[src/rtl/reg_scoreboard.sv]
// Register-interlock scoreboard for the decode stage.
// Keeps one pending-write counter per architectural GPR. Decode issue increments,
// writeback commit decrements, and decode stalls while any read source still has a
// write in flight. Register 0 is never tracked. A sticky err flags counter
// overflow/underflow.
// Optional feature: define SB_WB_BYPASS_EN to let a source whose last pending write
// is retiring this cycle proceed, with the WB data forwarded by decode.
module reg_scoreboard #(
    parameter int unsigned CNT_W = 2,
    parameter int unsigned NREG  = 32
) (
    input  logic       clk,
    input  logic       resetn,
    input  logic       issue_fire_i,
    input  logic       issue_we_i,
    input  logic [4:0] issue_dest_i,
    input  logic       src1_re_i,
    input  logic [4:0] src1_addr_i,
    input  logic       src2_re_i,
    input  logic [4:0] src2_addr_i,
    input  logic       retire_we_i,
    input  logic [4:0] retire_addr_i,
    input  logic       flush_i,
    output logic       stall_o,
    output logic       busy_o,
`ifdef SB_WB_BYPASS_EN
    output logic       src1_wb_fwd_o,
    output logic       src2_wb_fwd_o,
`endif
    output logic       err_o
);

    localparam logic [CNT_W-1:0] CntMax = '1;
    localparam logic [CNT_W-1:0] CntOne = CNT_W'(1);

    logic [CNT_W-1:0] cnt_q [NREG];
    logic [CNT_W-1:0] cnt_d [NREG];
    logic             err_q;
    logic             err_d;
    logic [NREG-1:0]  inc_vec;
    logic [NREG-1:0]  dec_vec;
    logic             src1_pend;
    logic             src2_pend;

    // Per-register issue/retire strobes; r0 is left out on both sides.
    always_comb begin
        inc_vec = '0;
        dec_vec = '0;
        for (int r = 1; r < NREG; r++) begin
            inc_vec[r] = issue_fire_i & issue_we_i & (issue_dest_i == 5'(r));
            dec_vec[r] = retire_we_i & (retire_addr_i == 5'(r));
        end
    end

    // Counter next state: flush wins and drops same-cycle events; saturate and flag err.
    always_comb begin
        err_d = err_q;
        for (int r = 0; r < NREG; r++) begin
            cnt_d[r] = cnt_q[r];
        end
        if (flush_i) begin
            for (int r = 0; r < NREG; r++) begin
                cnt_d[r] = '0;
            end
        end else begin
            for (int r = 1; r < NREG; r++) begin
                if (inc_vec[r] && !dec_vec[r]) begin
                    if (cnt_q[r] == CntMax) begin
                        err_d = 1'b1;
                    end else begin
                        cnt_d[r] = cnt_q[r] + CntOne;
                    end
                end else if (dec_vec[r] && !inc_vec[r]) begin
                    if (cnt_q[r] == '0) begin
                        err_d = 1'b1;
                    end else begin
                        cnt_d[r] = cnt_q[r] - CntOne;
                    end
                end
            end
        end
    end

    // State registers with synchronous active-low reset.
    always_ff @(posedge clk) begin
        if (!resetn) begin
            for (int r = 0; r < NREG; r++) begin
                cnt_q[r] <= '0;
            end
            err_q <= 1'b0;
        end else begin
            for (int r = 0; r < NREG; r++) begin
                cnt_q[r] <= cnt_d[r];
            end
            err_q <= err_d;
        end
    end

    // Source hazard: a read of a non-zero register with writes still pending.
    always_comb begin
        src1_pend = src1_re_i & (src1_addr_i != 5'd0) & (cnt_q[src1_addr_i] != '0);
        src2_pend = src2_re_i & (src2_addr_i != 5'd0) & (cnt_q[src2_addr_i] != '0);
    end

`ifdef SB_WB_BYPASS_EN
    // Last pending write retiring now: decode takes WB data instead of stalling.
    always_comb begin
        src1_wb_fwd_o = retire_we_i & (retire_addr_i == src1_addr_i) &
                        (src1_addr_i != 5'd0) & (cnt_q[src1_addr_i] == CntOne);
        src2_wb_fwd_o = retire_we_i & (retire_addr_i == src2_addr_i) &
                        (src2_addr_i != 5'd0) & (cnt_q[src2_addr_i] == CntOne);
        stall_o       = (src1_pend & ~src1_wb_fwd_o) | (src2_pend & ~src2_wb_fwd_o);
    end
`else
    // Stall depends only on counters and source fields, never on issue or retire.
    always_comb begin
        stall_o = src1_pend | src2_pend;
    end
`endif

    // Busy when any register has a pending write.
    always_comb begin
        busy_o = 1'b0;
        for (int r = 0; r < NREG; r++) begin
            busy_o = busy_o | (cnt_q[r] != '0);
        end
    end

    assign err_o = err_q;

endmodule

[config.mk]
export PLATFORM = sky130hd
export DESIGN_NAME = reg_scoreboard
export DESIGN_NICKNAME = d
export VERILOG_FILES = /design/src/rtl/reg_scoreboard.sv
export SDC_FILE = /design/constraint.sdc
export NUM_CORES = 1
export LEC_CHECK = 0
export BUFFER_PORTS_ARGS = -buffer_cell sky130_fd_sc_hd__clkbuf_2
export CAP_MARGIN = 0
export CORE_MARGIN = 2
export CORE_UTILIZATION = 50
export CTS_CLUSTER_DIAMETER = 40
export DETAILED_ROUTE_END_ITERATION = 12
export PLACE_DENSITY = 0.67
export SYNTH_ARGS = -nofsm -noshare
export SYNTH_HDL_FRONTEND = slang
export SYNTH_SLANG_ARGS = --single-unit
[constraint.sdc]
create_clock -name clk -period 6.6 [get_ports clk]
set_input_delay 0.99 -clock clk [delete_from_list [all_inputs] [get_ports clk]]
set_output_delay 0.99 -clock clk [all_outputs]
set_load 0.1 [all_outputs]
==> flow_metrics.env <==
export IMPL_status="finished, final reports clean"
export IMPL_critPathLaunchType="input port"
export IMPL_yosys_warnings=0
export IMPL_yosysTopAreaCellShare_pct=22.7
export IMPL_core_sq_um=10800
export IMPL_nFillCells=1091
export IMPL_seqPwrFrac_pct=46.2
export IMPL_clock_fmax_ghz=0.251
export IMPL_hold_class="flip-flop to flip-flop"
export IMPL_multi_input_area_sq_um=3930
export IMPL_via_per_inst=6.02
export IMPL_cts_tree="built"
export IMPL_worstReg2RegEnd="err_o$_SDFFE_PN0N_"
export IMPL_num_rows=38
export IMPL_utilization_pct=55.6
export IMPL_fin_skew_ps=7.45
export IMPL_drive_gt1_share_pct=7.19
export IMPL_p_total_uw=825
export IMPL_rsz0062_at_grt="no"
export IMPL_synth_edff_count=0
export IMPL_start_util_pct=51.3
export IMPL_cts_sinks=63
export IMPL_stdcell_count=961
export IMPL_timing_rr_start="cnt_q[6][0]$_SDFFE_PP0P_"
export IMPL_period_needed_ps=3980
export IMPL_min_path_cells=2
export IMPL_syn_nets=879
export IMPL_swShare_pct=28.4
export IMPL_p_sw_uw=234
export IMPL_p_int_uw=590
export IMPL_chipHeight_um=109
export IMPL_gr_total_overflow=0
export IMPL_synth_top_cell_by_area="dfxtp_1"
export IMPL_yosysSeqAreaShare_pct=22.7
export IMPL_io_pins=31
export IMPL_maxCapViolCount=0
export IMPL_drc_errors=0
export IMPL_path_clk_slew_ps=60
export IMPL_critPathRequiredTime_ps=5610
export IMPL_synth_area_leaders="dfxtp_1 23%, ha_1 14%, o21ai_0 6.8%, nor2_1 6.6%, nand2_1 5.9%"
export IMPL_avgSynthCellArea_sq_um=7.04
export IMPL_p_per_area_nw_per_um2=137
export IMPL_antenna_found_initial=0
export IMPL_hold_path_startpoint="cnt_q[13][0]$_SDFFE_PP0P_"
export IMPL_die_w_um=109
export IMPL_ant_nets=0
export IMPL_arrival_ps=2990
export IMPL_yosysMostFrequentCell="nor2_1"
export IMPL_ys_seq_elements=63
export IMPL_synth_flop_cell="dfxtp_1"
export IMPL_clk_path_buf_depth=2
export IMPL_leakagePower_uw=0.00255
export IMPL_ir_drop_v=0.000120
export IMPL_regArea_sq_um=1260
export IMPL_synth_cells=789
export IMPL_fin_nets=906
export IMPL_ys_types=42
export IMPL_diodes=0
export IMPL_h_tree_depth=3
export IMPL_setup_violations=0
export IMPL_finalHoldViolCount=0
export IMPL_dp_hpwl_um=12700
export IMPL_clockRootBuffer="clkbuf_8"
export IMPL_port_buffer_count=30
export IMPL_track_usage_pct=28.5
export IMPL_drt_iter0_drc=561
export IMPL_r2r_setup_slack_ps=4760
export IMPL_dp_cells=945
export IMPL_hold_end="cnt_q[13][1]$_SDFFE_PP0P_"
export IMPL_fin_setup_tns_ps=0
export IMPL_place_congestion=0.918
export IMPL_critPathCaptureType="output pin"
export IMPL_comb_power_share_pct=10.7
export IMPL_cts_buffers=9
export IMPL_cts_resized=0
export IMPL_ys_top_cells_by_count="98 x nor2_1, 88 x nand2_1, 81 x inv_1"
export IMPL_vias=5784
export IMPL_routed_wl_um=16600
export IMPL_clk_latency_ps=380
export IMPL_power_share_clock_pct=43.1
export IMPL_worst_pin_slew_ps=966
export IMPL_finalMaxSlewViolations=0
export IMPL_period_share_pct=60.4
export IMPL_grt_max_degree=47
export IMPL_grt_pass1_wl_um=25800
export IMPL_postCtsHoldBufs=0
export IMPL_drt_first_pass_iters=5
export IMPL_post_cts_buffers=0
export IMPL_critPathKind="input port to output pin"
export IMPL_async_reset_ff_share_pct=0
export IMPL_netlist_area_sq_um=5560
export IMPL_die_area_sq_um=12000
export IMPL_wire_per_inst_um=17.2
export IMPL_syn_to_final_growth_pct=8.53
export IMPL_path_max_fanout=5
export IMPL_max_slew_margin_rel_pct=35.4
export IMPL_grt_pass1_vias=5163
export IMPL_worstRegToRegCells=5
[layout by cell type, fill, tap and decap left out, types with 2 or more instances in the layout]
master / count
o2111ai_1: 2
o21ai_0: 75
a21oi_1: 59
nand2_1: 87
a311oi_1: 2
nor4b_1: 14
a21o_1: 16
nor2_2: 2
nand2b_1: 26
o311ai_0: 2
clkinv_2: 3
mux4_1: 4
clkbuf_8: 10
nor2b_1: 29
and2b_1: 2
o22ai_1: 10
a211oi_1: 4
clkbuf_2: 30
nand4_1: 19
nor4_1: 6
nor2_1: 98
nand3b_1: 14
o211ai_1: 2
inv_1: 81
or2_2: 2
buf_4: 3
ha_1: 62
clkbuf_1: 2
a31oi_1: 14
nand3_1: 27
a221oi_1: 6
mux4_2: 6
and2_1: 2
nor3_1: 25
dfxtp_1: 63
[registers in the layout (all words and copies together), names as in the netlist]
signal	flops
err_o	1
cnt_q	62
[worst max-delay path by stage]
stage	from	end	cells past startpoint
detailed placement	src2_addr_i[1]	stall_o	6
floorplan	src2_addr_i[1]	stall_o	4
CTS	src2_addr_i[1]	stall_o	6
global placement	src2_addr_i[1]	stall_o	6
global route	src2_addr_i[2]	stall_o	6
finish	src2_addr_i[2]	stall_o	6
[critical path, stage by stage]
cell	delay [ps]
clkbuf_2	100
inv_1	180
mux4_1	570
mux4_2	490
o211ai_1	180
clkbuf_2	480
[kinds of logic (layout without fill, tap and decap cells)]
| family | after synthesis | after routing | synth area share [%] |
|---|---|---|---|
| compound gates | 198 | 198 | 20.6 |
| fa+ha+maj | 62 | 62 | 14.0 |
| buf+inv | 99 | 131 | 6.73 |
| flops | 63 | 63 | 22.7 |
| mux | 10 | 10 | 4.32 |
| simple gates | 357 | 357 | 31.7 |
[power groups by stage]
stage	Clock [uW]	Sequential (uW)	Combinational, uW
floorplan	0	394	51.6
global placement	0	390	85.3
detailed placement	0	390	86.9
CTS	363	381	87.4
global route	374	381	95.6
finish	355	381	88.4
[stage by stage]
| step | area [sq um] | worst slack, ps | hold WS [ps] |
|---|---|---|---|
| 2_1_floorplan | 5560 | 2010 | 480 |
| 3_3_place_gp | 5840 | 2620 | 491 |
| 3_5_place_dp | 5840 | 2600 | 513 |
| 4_1_cts | 6030 | 2600 | 529 |
| 5_1_grt | 6030 | 2530 | 551 |
| 6_report | 6030 | 2620 | 529 |
[metal layers]
layer	up-vias	part of all wire [%]	global-route usage (%)
met5	-	0	0
met2	205	45	46.4
met4	0	3.5	13.8
met1	2717	45	37.2
li1	2822	-	-
met3	40	6.7	3.79
[final cells by class]
class / count / area share [%]
Multi-Input combinational cell: 627 / 65.1
Inverter: 82 / 5.10
Tap cell: 140 / 2.90
Clock buffer: 12 / 2.41
Sequential cell: 63 / 20.9
Timing Repair Buffer: 33 / 2.86
Clock inverter: 4 / 0.747
Power figures use the tool's default switching activity.
